`src/rtl/taxi_meter_ctrl.sv`:
```
// Taxi meter trip controller: button FSM, wheel-speed classification over
// fixed windows, and registered fare computation for the display.
module taxi_meter_ctrl #(
    parameter int unsigned WINDOW      = 100,
    parameter int unsigned HIGH_THRESH = 5,
    parameter int unsigned BASE_FARE   = 130,
    parameter int unsigned BASE_DIST   = 3000,
    parameter int unsigned KM_FARE     = 23,
    parameter int unsigned LOW_FARE    = 10
) (
    input  logic        clk,
    input  logic        rst_n,
    input  logic        start_btn,
    input  logic        pause_btn,
    input  logic        end_btn,
    input  logic        wheel_clk,
    input  logic [16:0] distance,
    input  logic [16:0] low_time,
    output logic        stop_state,
    output logic        pause_state,
    output logic        high_speed,
    output logic        low_speed,
    output logic [15:0] fare,
    output logic [1:0]  state
);

    typedef enum logic [1:0] {
        S_IDLE    = 2'b00,
        S_RUN     = 2'b01,
        S_PAUSE   = 2'b10,
        S_ILLEGAL = 2'b11
    } state_t;

    localparam int unsigned WW = $clog2(WINDOW);
    localparam logic [WW-1:0] WIN_LAST = WW'(WINDOW - 1);

    state_t      state_q, state_d;
    logic        stop_q, pause_q;
    logic        sync1_q, sync2_q, sync3_q, wheel_edge_q;
    logic [WW-1:0] win_q;
    logic [7:0]  edge_cnt_q, edge_sum;
    logic        high_q, low_q;
    logic [15:0] fare_q, fare_sat;
    logic [31:0] dist32, over_m, extra_km, fare_full;

    // Next trip state; end beats pause beats start, illegal code recovers to idle
    always_comb begin
        state_d = S_IDLE;
        unique case (state_q)
            S_IDLE:  state_d = start_btn ? S_RUN : S_IDLE;
            S_RUN:   state_d = end_btn ? S_IDLE : (pause_btn ? S_PAUSE : S_RUN);
            S_PAUSE: state_d = end_btn ? S_IDLE : (pause_btn ? S_RUN : S_PAUSE);
            default: state_d = S_IDLE;
        endcase
    end

    // Trip FSM with datapath controls registered from the next state
    always_ff @(posedge clk or negedge rst_n) begin
        if (!rst_n) begin
            state_q <= S_IDLE;
            stop_q  <= 1'b1;
            pause_q <= 1'b0;
        end else begin
            state_q <= state_d;
            stop_q  <= (state_d == S_IDLE);
            pause_q <= (state_d == S_PAUSE);
        end
    end

    // Wheel pulse synchroniser and registered rising-edge strobe
    always_ff @(posedge clk or negedge rst_n) begin
        if (!rst_n) begin
            sync1_q      <= 1'b0;
            sync2_q      <= 1'b0;
            sync3_q      <= 1'b0;
            wheel_edge_q <= 1'b0;
        end else begin
            sync1_q      <= wheel_clk;
            sync2_q      <= sync1_q;
            sync3_q      <= sync2_q;
            wheel_edge_q <= sync2_q & ~sync3_q;
        end
    end

    // Edge count including the current strobe, saturating at 255
    assign edge_sum = (edge_cnt_q == 8'hFF) ? 8'hFF : edge_cnt_q + {7'b0, wheel_edge_q};

    // Speed window: only counts while staying in RUN; entering or leaving RUN clears
    always_ff @(posedge clk or negedge rst_n) begin
        if (!rst_n) begin
            win_q      <= '0;
            edge_cnt_q <= '0;
            high_q     <= 1'b0;
            low_q      <= 1'b0;
        end else if (state_d != S_RUN || state_q != S_RUN) begin
            win_q      <= '0;
            edge_cnt_q <= '0;
            high_q     <= 1'b0;
            low_q      <= 1'b0;
        end else if (win_q == WIN_LAST) begin
            win_q      <= '0;
            edge_cnt_q <= '0;
            high_q     <= (edge_sum >= 8'(HIGH_THRESH));
            low_q      <= (edge_sum <  8'(HIGH_THRESH));
        end else begin
            win_q      <= win_q + WW'(1);
            edge_cnt_q <= edge_sum;
        end
    end

    // Fare from distance and low-speed time, 32-bit then saturated to 16 bits
    always_comb begin
        dist32    = {15'b0, distance};
        over_m    = (dist32 > BASE_DIST) ? dist32 - BASE_DIST : 32'd0;
        extra_km  = (over_m + 32'd999) / 32'd1000;
        fare_full = BASE_FARE + extra_km * KM_FARE + {15'b0, low_time} * LOW_FARE;
        fare_sat  = (|fare_full[31:16]) ? 16'hFFFF : fare_full[15:0];
    end

    // Fare register: flag-fall on trip start, tracks inputs mid-trip, holds in idle
    always_ff @(posedge clk or negedge rst_n) begin
        if (!rst_n) begin
            fare_q <= '0;
        end else if (state_q == S_IDLE && state_d == S_RUN) begin
            fare_q <= 16'(BASE_FARE);
        end else if (state_q == S_RUN || state_q == S_PAUSE) begin
            fare_q <= fare_sat;
        end
    end

    assign stop_state  = stop_q;
    assign pause_state = pause_q;
    assign high_speed  = high_q;
    assign low_speed   = low_q;
    assign fare        = fare_q;
    assign state       = state_q;

endmodule
```
`config.mk`:
```
export PLATFORM = sky130hd
export DESIGN_NAME = taxi_meter_ctrl
export DESIGN_NICKNAME = d
export VERILOG_FILES = /design/src/rtl/taxi_meter_ctrl.sv
export SDC_FILE = /design/constraint.sdc
export NUM_CORES = 1
export LEC_CHECK = 0
export CAP_MARGIN = 15
export CORE_MARGIN = 5
export CORE_UTILIZATION = 62
export DETAILED_ROUTE_END_ITERATION = 10
export GPL_ROUTABILITY_DRIVEN = 0
export GPL_TIMING_DRIVEN = 0
export HOLD_SLACK_MARGIN = 0.03
export PLACE_DENSITY = 0.82
export SLEW_MARGIN = 20
export SYNTH_ARGS = -nofsm -noshare
export SYNTH_HDL_FRONTEND = slang
export SYNTH_SLANG_ARGS = --single-unit
```
`constraint.sdc`:
```
create_clock -name clk -period 2.7 [get_ports clk]
set_input_delay 0.27 -clock clk [delete_from_list [all_inputs] [get_ports clk]]
set_output_delay 0.27 -clock clk [all_outputs]
set_load 0.03 [all_outputs]
```
# == Word-level counts from Yosys, hierarchy flattened ==
# Cells that the tools add are included.
# totals
word_cells,61
reg_bits,41
# op_classes
n_mux,19
order_cmp,3
reduce_logical,8
addsub,6
n_div,1
mul,2
n_bitwise,2
n_eq_ne,8
# op_table
op,n
$mux 16,3
$add 32x10->32 const B,1
$add 32x21->32,1
$add 8x32->32 const A,1
$div 32x10->32 const B,1
$mul 32x5->32 const B,1
$mux 32,1
$mux 8,3
$mul 17x3->20 const B,1
$sub 17x12->18 const B,1
$gt 17x12->1 const B,1
$reduce_or 16->1,1
$mux 7,2
$add 8x1->8,1
$eq 8x8->1 const B,1
$ge 8x3->1 const B,1
$lt 8x3->1 const B,1
$mux 2,4
$add 7x1->7 const B,1
$eq 7x7->1 const B,1
$pmux 2 s3,1
$mux 1,5
$eq 2x1->1 const B,2
$eq 2x2->1 const B,2
other kinds (7),11

# == Depth between registers and ports, before layout ==
# logic_depth
depth_word,11
ltp_mapped,64
ltp_nobuf,59

# == Worst setup path before layout ==
# Ideal clock, no wire load.
# synth_timing
path_kind,input to register
from,input distance[8]
to,"register fare_q[10], in the netlist fare[10]"
t_required_ns,2.563
setup_ns,0.137
arrival_ns,13.094
stages,61
slack_ns,-10.531
n_path_buf,5
path_cell_list,buf_2 nand3_1 or2_1 clkbuf_1 nor3_2 nor2_1 clkbuf_1 nand2_1 ha_1 nor2b_1 nor2_1 o211ai_1 xnor2_1 a221o_1 or4_4 nand2_1 mux2i_1 o32a_1 (+25 left out) o21bai_1 a21oi_1 o21bai_1 a21oi_1 o21bai_1 a21oi_1 o21bai_1 a21o_1 a21oi_1 o21bai_1 a21o_1 a21oi_1 o21ai_0 mux2_2 nor4_1 o2111a_1 clkbuf_1 a21oi_1
# synth_between
elab_chain_cells,11
# synth_lines
item,line_no,source
"start, declared",17,"input logic [16:0] distance,"
$sub 17x12->18 / $gt 17x12->1 (equally long branches),114,over_m = (dist32 > BASE_DIST) ? dist32 - BASE_DIST : 32'd0;
$mux 32 *,114,
$add 32x10->32 *,115,extra_km = (over_m + 32'd999) / 32'd1000;
$div 32x10->32 *,115,
$mul 32x5->32 *,116,"fare_full = BASE_FARE + extra_km * KM_FARE + {15'b0, low_time} * LOW_FARE;"
$add 8x32->32 *,116,
$add 32x21->32 *,116,
$reduce_or 16->1,117,fare_sat = (|fare_full[31:16]) ? 16'hFFFF : fare_full[15:0];
$mux 16 *,117,
$mux 16 *,126,end else if (state_q == S_RUN || state_q == S_PAUSE) begin
$mux 16 *,124,end else if (state_q == S_IDLE && state_d == S_RUN) begin
"end signal, assigned",125,fare_q <= 16'(BASE_FARE);
"end signal, assigned",127,fare_q <= fare_sat;
"end, declared",43,"logic [15:0] fare_q, fare_sat;"
# Mark *: on every way between the ends. The rest lies on a longest branch, timed or not. The select of a mux whose other input is x is not followed.
# A chain may end at the register's enable or synchronous reset.

# == Worst setup path in the final report ==
# layout_timing
from,input distance[13]
to,"register fare_q[5], in the netlist fare[5]"
# Same word-level chain as after synthesis.

==> metrics.md <==
| Metric | Value |
|---|---|
| Outcome | finished with violations |
| Failing checks | setup timing |
| Number of flops mapped to enable cells by yosys | 0 |
| Max_cap viols | 0 |
| Post-synthesis average cell area | around 8.4 um2 |
| DP Worst Slack | -11.42 ns |
| Async S/R FF share, synth | 100% |
| Worst slew pin tran | just over 0.9 ns |
| WP buf/inv | 39 |
| Clock latency on the worst-skew pair | 0.30 ns |
| Area growth, synth to finish | 33.9% |
| Reg-to-Reg Start | state[0] |
| Hold path depth | 0 |
| Startpoint types | input port |
| GRT Util Overall | 29.3% |
| Primary FF master, synth | dfrtp_1 |
| DIE AREA | approximately 16000 um2 |
| Design area | approximately 11000 um2 |
| Chip Width | between 100 and 150 um |
| Final nets | 1458 |
| Diode count | 0 |
| Vias in the first global route | between 8000 and 9000 |
| Detailed placer's ending HPWL | between 15000 and 20000 um |
| R2R cell count | 11 |
| Final count of hold timing violations | 0 |
| Via count | approximately 8800 |
| DRC Markers | 0 |
| Final setup vio count | 16 |
| Post-Syn Instances | 1005 |
| Kind of end point of the critical path | flop |
| PortBufs | 58 |
| Synthesized area | 8490 um2 |
| Most frequent CP cell | buf_4 |
| Seq/Total Area, Yosys | ~12% |
| Placed cell area | between 9000 and 10000 um2 |
| Slowest stage cell, crit path | fa_1 |
| Number of sinks on the clock net | 41 |
| Crit path largest cell delay | approximately 0.58 ns |
| Post-synthesis cell type count | 92 |
| Hold crit path type | reg2reg |
| Max-slew violations | 0 |
| CTS tree | built |
| Fin crit share | 464% |
| Start point of the critical path | distance[13] |
| Worst Setup Path Type | in2reg |
| Starting density of the core | between 60% and 70% |
| FF+latch count, synth | 41 |
| RSZ-0062 raised after global routing | true |
| CTS Buf Count | 5 |
| Critical path's top delay family | buffers and inverters |
| Arrival time worst endpoint | 12.69 ns |
| CP Max Fanout | 7 |
| Post-detailed-route wirelength per cell | roughly 18 um |
| DRT Pass-1 Iters | 6 |
| Final worst slack | -9.82 ns |
| Period minus WS final | 12.52 ns |
| I/O pins | 62 |
| R2R Setup Slk | -0.18 ns |
| Setup crit end | fare[5] |
| Share of cells above drive strength 1 | 24.6% |
| Row cnt | 42 |
| Root Driver | clkbuf_16 |
| Synth warn | 0 |
| Clock tree buffer depth | 2 |
| Final Skew | roughly 0.019 ns |
| Initial DRC Count | 804 |
| CORE AREA | approximately 13000 um2 |
| Worst path depth | 70 |
| DR vias/cell | 6.22 |
| H-tree levels | 2 |
| Grt ovf | 0 |
| Post-DRT Antenna Nets | 0 |
| Achievable Freq | 0.0799 GHz |
| Largest net degree at the start of global routing | 23 |
| Fill cells | roughly 740 |
| Worst slew margin | ~39% |
| Clock transition at path regs | approximately 0.06 ns |
| Fin util | 85.1% |
| Critical R2R Capture | fare[0] |
| Die Ht | 127 um |
| Global-route wire length before repair | approximately 40000 um |
| Worst EP required | around 2.9 ns |
| Antenna violations before repair | 0 |
| Routed wire length | about 26000 um |
-- kinds of logic after synthesis --
family | after synthesis | synth area share [%]
flops | 41 | 12.1
other cells | 2 | 0.0885
buf+inv | 153 | 6.96
fa+ha+maj | 186 | 32.8
xor+xnor | 68 | 7.10
compound gates | 274 | 22.2
mux | 19 | 2.40
simple gates | 262 | 16.4
-- sequential cells by signal, indices dropped and copies added, names as in the netlist --
name / flops
sync2_q: 1
wheel_edge_q: 1
win_q: 7
pause_state: 1
sync1_q: 1
fare: 16
state: 2
sync3_q: 1
low_speed: 1
edge_cnt_q: 8
stop_state: 1
high_speed: 1
-- synthesized netlist by cell type, types with 17 or more instances --
library cell / count / area share, %
xor2_1: 19 / 2.0
o21bai_1: 17 / 1.5
nand3_1: 24 / 1.4
xnor2_1: 48 / 5.0
nand2_1: 47 / 2.1
nor3_1: 23 / 1.4
dfrtp_1: 40 / 12
nor2_1: 66 / 2.9
fa_1: 62 / 15
ha_1: 121 / 18
o21ai_0: 55 / 3.2
inv_1: 131 / 5.8
a21oi_1: 74 / 4.4
-- layout by cell type, fill, tap and decap left out, types with 13 or more instances in the layout --
cell type        Yosys  final
nand3_1             24     22
xor2_1              19     18
inv_1              131    126
a21oi_2              2     20
nor3_1              23     19
xnor2_1             48     44
o21ai_0             55     50
nor2_1              66     61
o21bai_1            17     14
buf_4                0    119
dfrtp_1             40     40
nand2_1             47     42
ha_1               121    113
fa_1                62     62
clkdlybuf4s50_1      0     43
and3_1              13     13
a21oi_1             74     52
conb_1               2     44
-- worst min-delay path by stage --
stage	slack (ns)	end	startpoint
finish	0.35	sync2_q	sync1_q
global route	0.36	sync2_q	sync1_q
CTS	0.35	sync2_q	sync1_q
detailed placement	0.25	edge_cnt_q[3]	rst_n
global placement	0.34	sync2_q	sync1_q
floorplan	-0.03	edge_cnt_q[0]	rst_n
-- layer usage --
| layer | share of wire (%) | global-route usage (%) | vias up |
|---|---|---|---|
| met1 | 39 | 37.8 | 4152 |
| met3 | 7.6 | 3.51 | 134 |
| met4 | 4.6 | 10.1 | 0 |
| met5 | 0 | 0 | - |
| met2 | 48 | 51.1 | 509 |
| li1 | - | - | 3989 |
-- through the flow --
step	cells	TNS, ns	hold slack (ns)
after CTS	1386	-146.91	0.350
after global routing	1412	-163.41	0.360
after floorplan	1047	-146.71	-0.0256
after detailed placement	1282	-181.83	0.254
final	1412	-155.88	0.352
after global placement	1281	-179.66	0.335
-- layout make-up --
| class | count | area (um2) | share of cell area, % |
|---|---|---|---|
| timing repair buffer | 182 | 1550 | 13.6 |
| clock inverter | 2 | 38.8 | 0.341 |
| clock buffer | 6 | 129 | 1.13 |
| inverter | 136 | 526 | 4.62 |
| tap | 176 | 220 | 1.94 |
| multi-input combinational | 853 | 7740 | 68.1 |
| buffer | 16 | 138 | 1.21 |
| sequential | 41 | 1030 | 9.04 |
-- worst reg2reg max path, cell delays in order, from the launching register on --
cell       delay, ns
dfrtp_1         0.42
inv_1           0.09
ha_1            0.44
inv_1           0.12
a2111oi_0       0.26
o21ai_0         0.14
a211oi_1        0.21
o211ai_1        0.15
nor4_2          0.28
o2111a_2        0.36
buf_4           0.18
a31oi_1         0.10
-- what timing repair did --
action	4_1_cts	5_1_grt
resized for setup	124	50
buffers inserted	95	26
hold buffers	1	0
gates cloned	1	0
hold endpoints to repair	18	0
setup endpoints to repair	16	16
pin swaps	73	60
Power is not shown: default switching activity piles up to over one toggle a cycle in this logic, so the estimate is an artifact.
